**config.mk**
```make
export PLATFORM = sky130hd
export DESIGN_NAME = unary_stream_ctrl
export DESIGN_NICKNAME = d
export VERILOG_FILES = /design/src/rtl/unary_stream_pkg.sv /design/src/rtl/unary_decode.sv /design/src/rtl/unary_stream_ctrl.sv
export SDC_FILE = /design/constraint.sdc
export NUM_CORES = 1
export LEC_CHECK = 0
export BUFFER_PORTS_ARGS = -buffer_cell sky130_fd_sc_hd__buf_2
export CORE_UTILIZATION = 36
export CTS_CLUSTER_DIAMETER = 40
export DETAILED_ROUTE_END_ITERATION = 12
export PLACE_DENSITY = 0.65
export SLEW_MARGIN = 25
export SYNTH_ARGS = -nofsm -noshare
export SYNTH_HDL_FRONTEND = slang
export SYNTH_HIERARCHICAL = 1
export SYNTH_SLANG_ARGS = --single-unit
```
**constraint.sdc**
```tcl
create_clock -name clk -period 3.9 [get_ports clk]
set_input_delay 0.195 -clock clk [delete_from_list [all_inputs] [get_ports clk]]
set_output_delay 0.195 -clock clk [all_outputs]
set_load 0.1 [all_outputs]
```
**src/rtl/unary_stream_pkg.sv**
```systemverilog
// Shared types for the unary stream controller: FSM states, the output FIFO
// entry layout and the FIFO depth.
package unary_stream_pkg;

  typedef enum logic {
    RUN  = 1'b0,
    HALT = 1'b1
  } state_t;

  localparam int FIFO_DEPTH = 2;
  localparam int PTR_W      = $clog2(FIFO_DEPTH);

  // Wide enough for the count of the largest legal vector (W = 64).
  localparam int CNT_MAX_W = 6;

  typedef struct packed {
    logic [CNT_MAX_W-1:0] cnt;
    logic                 cmp;
  } entry_t;

endpackage

```
**src/rtl/unary_decode.sv**
```systemverilog
// Combinational admission check and unary count decode for one vector.
// Macro UNARY_STREAM_CTRL_COMPLIMENT_EN also admits complemented codes (MSB set).
module unary_decode #(
  parameter int W = 16
) (
  input  logic [W-1:0]         vec,
  output logic                 admit,
  output logic [$clog2(W)-1:0] cnt,
  output logic                 cmp
);

  localparam int CW = $clog2(W);

  logic [W-1:0] norm;

  // The MSB of an admitted normal form is zero, so W-1 bits never overflow CW.
  function automatic logic [CW-1:0] popcount(input logic [W-2:0] v);
    logic [CW-1:0] n;
    n = '0;
    for (int i = 0; i < W - 1; i++) n = n + CW'(v[i]);
    return n;
  endfunction

  always_comb begin
    norm = vec;
    cmp  = 1'b0;
`ifdef UNARY_STREAM_CTRL_COMPLIMENT_EN
    if (vec[W-1]) begin
      norm = ~vec;
      cmp  = 1'b1;
    end
`endif
    // A run of low ones is exactly the set of values where v & (v+1) is zero.
    admit = !norm[W-1] && ((norm & (norm + W'(1))) == '0);
    cnt   = popcount(norm[W-2:0]);
  end

endmodule

```
**src/rtl/unary_stream_ctrl.sv**
```systemverilog
// Unary/thermometer vector admission with a 2-entry result FIFO, RUN/HALT
// error policy and saturating reject counter. Macro UNARY_STREAM_CTRL_COMPLIMENT_EN.
module unary_stream_ctrl
  import unary_stream_pkg::*;
#(
  parameter int W     = 16,
  parameter int ERR_W = 16
) (
  input  logic                 clk,
  input  logic                 arst,
  input  logic                 i_in_vld,
  input  logic [W-1:0]         i_in_dat,
  output logic                 o_in_rdy,
  output logic                 o_out_vld,
  output logic [$clog2(W)-1:0] o_out_cnt,
  output logic                 o_out_cmp,
  input  logic                 i_out_rdy,
  input  logic                 i_halt_on_err,
  input  logic                 i_clr,
  output logic                 o_halted,
  output logic [ERR_W-1:0]     o_err_cnt
);

  localparam int CW = $clog2(W);

  state_t           state, state_nxt;
  entry_t           mem [FIFO_DEPTH];
  entry_t           head;
  logic [PTR_W-1:0] wr_ptr, rd_ptr;
  logic [1:0]       count, count_nxt;
  logic             in_rdy;
  logic [ERR_W-1:0] err_cnt;

  logic          dec_admit;
  logic [CW-1:0] dec_cnt;
  logic          dec_cmp;
  logic          accept, push, reject, pop;

  // Entries carry the package-wide count width; narrow back to the port width.
  function automatic logic [CW-1:0] fit_cnt(input logic [CNT_MAX_W-1:0] c);
    if (c > CNT_MAX_W'((1 << CW) - 1)) return '1;
    return c[CW-1:0];
  endfunction

  unary_decode #(.W(W)) u_decode (
    .vec   (i_in_dat),
    .admit (dec_admit),
    .cnt   (dec_cnt),
    .cmp   (dec_cmp)
  );

  assign accept = i_in_vld & in_rdy & !i_clr;
  assign push   = accept & dec_admit;
  assign reject = accept & !dec_admit;
  assign pop    = (count != 2'd0) & i_out_rdy;

  always_comb begin
    state_nxt = state;
    count_nxt = count;
    if (i_clr) begin
      state_nxt = RUN;
      count_nxt = '0;
    end else begin
      if (state == RUN && reject && i_halt_on_err) state_nxt = HALT;
      case ({push, pop})
        2'b10:   count_nxt = count + 2'd1;
        2'b01:   count_nxt = count - 2'd1;
        default: count_nxt = count;
      endcase
    end
  end

  always_ff @(posedge clk or posedge arst) begin
    if (arst) begin
      state   <= RUN;
      count   <= '0;
      wr_ptr  <= '0;
      rd_ptr  <= '0;
      in_rdy  <= 1'b0;
      err_cnt <= '0;
    end else begin
      state  <= state_nxt;
      count  <= count_nxt;
      in_rdy <= (state_nxt == RUN) && (count_nxt < 2'(FIFO_DEPTH));
      if (i_clr) begin
        wr_ptr  <= '0;
        rd_ptr  <= '0;
        err_cnt <= '0;
      end else begin
        if (push) wr_ptr <= wr_ptr + 1'b1;
        if (pop)  rd_ptr <= rd_ptr + 1'b1;
        if (reject && err_cnt != '1) err_cnt <= err_cnt + 1'b1;
      end
    end
  end

  // Payload storage carries no reset; outputs are masked while the FIFO is empty.
  always_ff @(posedge clk) begin
    if (push) mem[wr_ptr] <= '{cnt: CNT_MAX_W'(dec_cnt), cmp: dec_cmp};
  end

  assign head      = mem[rd_ptr];
  assign o_out_vld = (count != 2'd0);
  assign o_out_cnt = o_out_vld ? fit_cnt(head.cnt) : '0;
  assign o_out_cmp = o_out_vld & head.cmp;
  assign o_in_rdy  = in_rdy;
  assign o_halted  = (state == HALT);
  assign o_err_cnt = err_cnt;

endmodule

```
---- Word level (Yosys, flattened, before mapping) ----
Memories as Yosys holds them, arrays and structs flattened.
Cells that the tools add are included.
storage, ports and cells
  bits in writable memories ............... 8
  memories ................................ 1
  output and inout port bits .............. 24
  logic and storage cells ................. 70
  register bits ........................... 22
  input port bits ......................... 22
memory list
  name  depth  width  read ports  clocked after memory_dff  wr ports  RTL line                 text
  mem   2      4      1           0                         1         unary_stream_ctrl.sv:27  entry_t mem [FIFO_DEPTH];
operators by class
  reduce and logical (&&, ||, !) cells .... 13
  order comparisons ....................... 2
  bitwise operators ....................... 9
  $add $sub $neg .......................... 20
  eq/ne operators ......................... 3
  mux-type cells .......................... 16
operator list
  operator                                             number
  adder 4 x 1 -> 4 bit                                 13
  adder 16 x 1 -> 16 bit (second input constant)       2
  two-way mux 16 bit                                   2
  AND 16 bit                                           1
  logical NOT 16 bit                                   1
  inequality test 16 bit (second input constant)       1
  two-way mux 4 bit                                    3
  two-way mux 1 bit                                    9
  nonzero test 2 bit                                   4
  > comparator 6 x 4 -> 1 bit (second input constant)  1
  AND 1 bit                                            5
  logical AND 1 bit                                    5
  one-hot mux 2 bit (2 select lines)                   1
  logical NOT 1 bit                                    3
  adder 1 bit (second input constant)                  2
  adder 1 x 1 -> 2 bit                                 1
  adder 2 x 1 -> 2 bit (second input constant)         1
  == test 2 x 1 -> 1 bit (second input constant)       1
  == test 2 bit (second input constant)                1
  less-than comparator 2 bit (second input constant)   1
  two-way mux 2 bit                                    1
  inverter 1 bit                                       2
  subtractor 2 x 1 -> 2 bit (second input constant)    1
  AND 1 bit (second input constant)                    1

---- Depth between registers and ports, before layout ----
  depth in word-level cells ............... 14
  gate-level depth with buffers ........... 12
  mapped depth without buffers ............ 12

---- Cells and area by module ----
The synthesis kept the hierarchy.
by module, submodules not included
  module             cells an instance  sequential area each (µm²)  times used  area each (µm²)
  unary_stream_ctrl  156                850.8                       1           1575.3
  unary_decode       63                 0.0                         1           505.5

---- Least setup slack after synthesis ----
No wires, ideal clock.
  path kind ............................... input port to flip-flop
  start point ............................. input port i_in_dat[3]
  end point ............................... memory mem[0][2] in the netlist's numbering (data pin)
  path slack .............................. 0.637 ns
  setup time .............................. 0.133 ns
  data required time ...................... 3.767 ns
  stages .................................. 10
  data arrival time ....................... 3.131 ns
  path buffers ............................ 0
  cell sequence ........................... inv_1 > fa_1 > fa_1 > fa_1 > fa_1 > inv_1 > fa_1 > inv_1 > fa_1 > inv_1
on the way
  longest elaborated chain between the ends .. 12
ends and longest elaborated chain
  item                                 RTL line                 text
  start: declaration                   unary_stream_ctrl.sv:12  input logic [W-1:0] i_in_dat,
  adder 4 x 1 -> 4 bit (12 in series)  unary_decode.sv:20       for (int i = 0; i < W - 1; i++) n = n + CW'(v[i]);
  end: declaration                     unary_stream_ctrl.sv:27
No other way between the ends.

---- Final worst setup path ----
  start point ............................. input port i_in_dat[3]
  end point ............................... memory mem[1][2] in the netlist's numbering (data pin)
Same word-level chain as after synthesis.

==> flow_metrics.py <==
metrics = {
    "routing": {
        "detail_route.drc_violations": 0,
        "drt_iter0_drc": 89,
        "route.vias.total": 1766,
        "detail_route.wl_per_cell_microns": 13.0,
        "postRouteAntennaNets": 0,
        "drt-vias-per-instance": 5.19,
        "routed_wirelength_microns": 4400,
        "dr.pass1.iters": 4,
    },
    "min_path": {
        "worstHoldPathType": "in2async",
    },
    "cells_and_area": {
        "nNetsFinal": 307,
        "post-route-util_pct": 44.6,
        "antenna-diode-count": 0,
        "leading_cell_types_in_the_layout_fill_and_taps_excluded": "sky130_fd_sc_hd__buf_2 (45), sky130_fd_sc_hd__inv_1 (25), sky130_fd_sc_hd__dfrtp_1 (22)",
        "n_fill_cell": 568,
        "ratio_of_cells_with_drive_above_1_in_the_final_layout_pct": 23.5,
        "area.growth.synth_to_final_pct": 18.7,
        "layout_commonest_cell": "sky130_fd_sc_hd__buf_2",
    },
    "logic_synthesis": {
        "synth_top_flop_cell": "sky130_fd_sc_hd__dfrtp_1",
        "share_of_the_synthesized_area_in_compound_gates_ao_oa_aoi_oai_pct": 10.9,
        "yosysWarningCount": 6,
        "post_synth.cell_area_avg_sq_um": 9.50,
        "synth_top_family_by_area": "simple AND/OR/NAND/NOR gates",
        "synth.mux.area_fraction_pct": 2.41,
        "syn_inst": 219,
        "synthXorXnorAreaFrac_pct": 4.21,
        "synthSimpleGateAreaFrac_pct": 21.8,
        "synthTopCellsByArea": "sky130_fd_sc_hd__dfrtp_1 (26%), sky130_fd_sc_hd__edfxtp_1 (14%), sky130_fd_sc_hd__fa_1 (8.7%)",
        "post_synth_fa_ha_maj_area_fraction_pct": 14.1,
        "synth_seq_area_share_pct": 40.9,
        "post-synth-top-area-fraction_pct": 26.5,
        "synthArstFlopShare_pct": 68.8,
        "synth_largest_area_cell": "sky130_fd_sc_hd__dfrtp_1",
        "ys_ff_latch": 32,
        "post_synth_edffs": 10,
        "synth.lib_cells_used.distinct": 41,
        "netlist_area_sq_um": 2080,
        "postSynthNetCount": 259,
    },
    "setup_path": {
        "worst-endpoint-required_ns": 4.04,
        "critical_path.endpoint_type": "flip-flop",
        "cell_type_with_the_highest_occurrence_count_on_the_critical_path": "sky130_fd_sc_hd__fa_1",
        "critical_path_class": "in2reg",
        "critical_path_arrival_ns": 3.36,
        "startpoint_type": "primary input",
        "master_of_the_slowest_instance_on_the_critical_path": "sky130_fd_sc_hd__fa_1",
        "crit_path_max_fanout": 5,
        "critPathMaxStageDelay_ns": 0.56,
        "cp_cell_sequence": "buf_2 > inv_1 > fa_1 > fa_1 > fa_1 > fa_1 > inv_1 > fa_1 > inv_1 > fa_1 > inv_1",
    },
    "die": {
        "floorplan.die.height_microns": 78.0,
        "std_cell_rows": 27,
        "design.portCount": 46,
        "floorplan.core_area_sq_um": 5540,
        "die_w_microns": 78.0,
        "initial_core_util_pct": 37.6,
        "dieArea_sq_um": 6090,
    },
    "clocking": {
        "tritoncts_num_sinks": 32,
        "tritoncts.num_buffers": 5,
        "worst_setup_hold_path_clk_slew_ns": 0.07,
        "post_cts_buffers": 0,
        "cts_tree": "done",
        "clock_insertion_delay_worst_skew_ns": 0.28,
        "htree_levels": 2,
        "cts-root-to-sink-buffers": 2,
        "cts-resized-gates": 0,
        "postCtsHoldBufs": 0,
        "clock_tree.root_cell": "sky130_fd_sc_hd__clkbuf_8",
    },
    "global_route": {
        "first_global_vias": 1594,
        "grt.total_usage_pct": 15.2,
        "wire_length_of_the_first_global_routing_pass_microns": 7290,
        "grt-ovfl-total": 0,
        "grt_max_degree": 23,
        "initial_antenna_violation_count": 0,
    },
    "job": {
        "max-cap-violations": 0,
    },
    "power": {
        "power.switching_fraction_pct": 31.0,
        "cellLeakagePower_nw": 1.11,
        "power_density_nw_per_um2": 365,
        "power_report.internal_total_w": 0.000622,
        "p_clk_share_pct": 29.5,
        "combinationalPowerShare_pct": 27.8,
        "power.net_switching_w": 0.000279,
        "vdd.ir_drop.worst_v": 0.000135,
        "power.sequential.fraction_pct": 42.6,
    },
    "sta": {
        "fin_skew_ns": 0.00944,
        "min_period_over_period_pct": 82.5,
        "final-setup-viol-count": 0,
        "setup_total_negative_slack_ns": 0,
        "relSlewSlack_pct": 44.8,
        "max_freq_ghz": 0.311,
        "worstMarginPinSlew_ns": 0.826,
        "rsz_0062_raised_after_global_routing": "no",
        "timing.final.crit_period_ns": 3.22,
        "hold_viol": 0,
        "drv_slew": 0,
    },
    "run_status": {
        "run_status": "complete, no violations",
    },
    "placement": {
        "gp_routability_congestion": 0.860,
        "number_of_buffers_inserted_by_port_buffering": 45,
        "detailedPlacementHpwl_microns": 3510,
    },
}
[routing by layer]
layer  share of wire, %  vias to the layer above  global-route usage [%]
li1                   -                      860                       -
met1                 44                      841                    19.7
met2                 49                       57                    25.1
met3                5.5                        8                    2.91
met4                1.6                        0                    5.93
met5                  0                        -                       0
[state kept, by name (all words and copies together), names as in the netlist]
name	flops
o_halted	1
mem	10
wr_ptr	1
o_err_cnt	16
count	2
o_in_rdy	1
rd_ptr	1
[final timing paths]
| check | from | end | slack [ns] | cells after the start |
|---|---|---|---|---|
| worst max register to register | count[0]$_DFFE_PP0P_ | o_in_rdy$_DFF_PP0_ | 1.74 | 9 |
| max in group asynchronous | arst | count[1]$_DFF_PP0_ | 3.31 | 2 |
| min in group clk | i_halt_on_err | o_halted$_DFF_PP0_ | 0.24 | 3 |
| worst min register to register | o_err_cnt[15]$_DFFE_PP0P_ | o_err_cnt[15]$_DFFE_PP0P_ | 0.51 | 1 |
| worst min-delay path | arst | o_halted$_DFF_PP0_ | 0.07 | 2 |
| worst max-delay path | i_in_dat[3] | mem[1][2]$_DFFE_PP_ | 0.68 | 11 |
[cell type report]
type / count / area [sq um] / area share [%]
Multi-Input combinational cell: 157 / 1110 / 45.1
Sequential cell: 32 / 851 / 34.4
Timing Repair Buffer: 45 / 225 / 9.12
Inverter: 26 / 97.6 / 3.95
Tap cell: 72 / 90.1 / 3.65
Clock buffer: 7 / 86.3 / 3.50
Clock inverter: 1 / 6.26 / 0.253
[per-stage QoR]
step | hold slack, ns | std cells | total power, W | setup WS [ns] | area, sq um
after CTS | 0.0993 | 340 | 0.000913 | 0.666 | 2470
final | 0.0666 | 340 | 0.000901 | 0.681 | 2470
after global placement | 0.411 | 332 | 0.000629 | 0.457 | 2380
after floorplan | 0.184 | 219 | 0.000579 | 0.637 | 2080
after global routing | 0.151 | 340 | 0.000962 | 0.572 | 2470
after detailed placement | 0.413 | 332 | 0.000646 | 0.377 | 2380
[synth_stat cells, types with 5 or more instances]
cell type	number
sky130_fd_sc_hd__nor3_1	7
sky130_fd_sc_hd__nand2_1	18
sky130_fd_sc_hd__nor2_1	20
sky130_fd_sc_hd__xnor2_1	7
sky130_fd_sc_hd__fa_1	9
sky130_fd_sc_hd__edfxtp_1	10
sky130_fd_sc_hd__or3_1	5
sky130_fd_sc_hd__nand4_1	8
sky130_fd_sc_hd__mux2i_1	5
sky130_fd_sc_hd__a21oi_1	10
sky130_fd_sc_hd__o21ai_0	16
sky130_fd_sc_hd__dfrtp_1	22
sky130_fd_sc_hd__nand3_1	10
sky130_fd_sc_hd__ha_1	9
sky130_fd_sc_hd__nor4_1	5
sky130_fd_sc_hd__inv_1	25
[power groups by stage]
stage               combinational [W]  clock (W)  sequential (W)
floorplan                    0.000163          0        0.000416
global placement             0.000238          0        0.000391
detailed placement           0.000255          0        0.000391
CTS                          0.000256   0.000273        0.000384
global route                 0.000291   0.000287        0.000385
finish                       0.000251   0.000266        0.000384
[cells by family after synthesis]
family / Yosys count
fa+ha+maj: 18
compound gates: 37
other cells: 1
xor+xnor: 10
mux: 5
flops: 32
buf+inv: 30
simple gates: 86
[worst max-delay path: cells and delay by family]
family	cells	cell delay, ns
fa+ha+maj	6	2.77
buf+inv	5	0.41
Power figures use the tool's default switching activity.
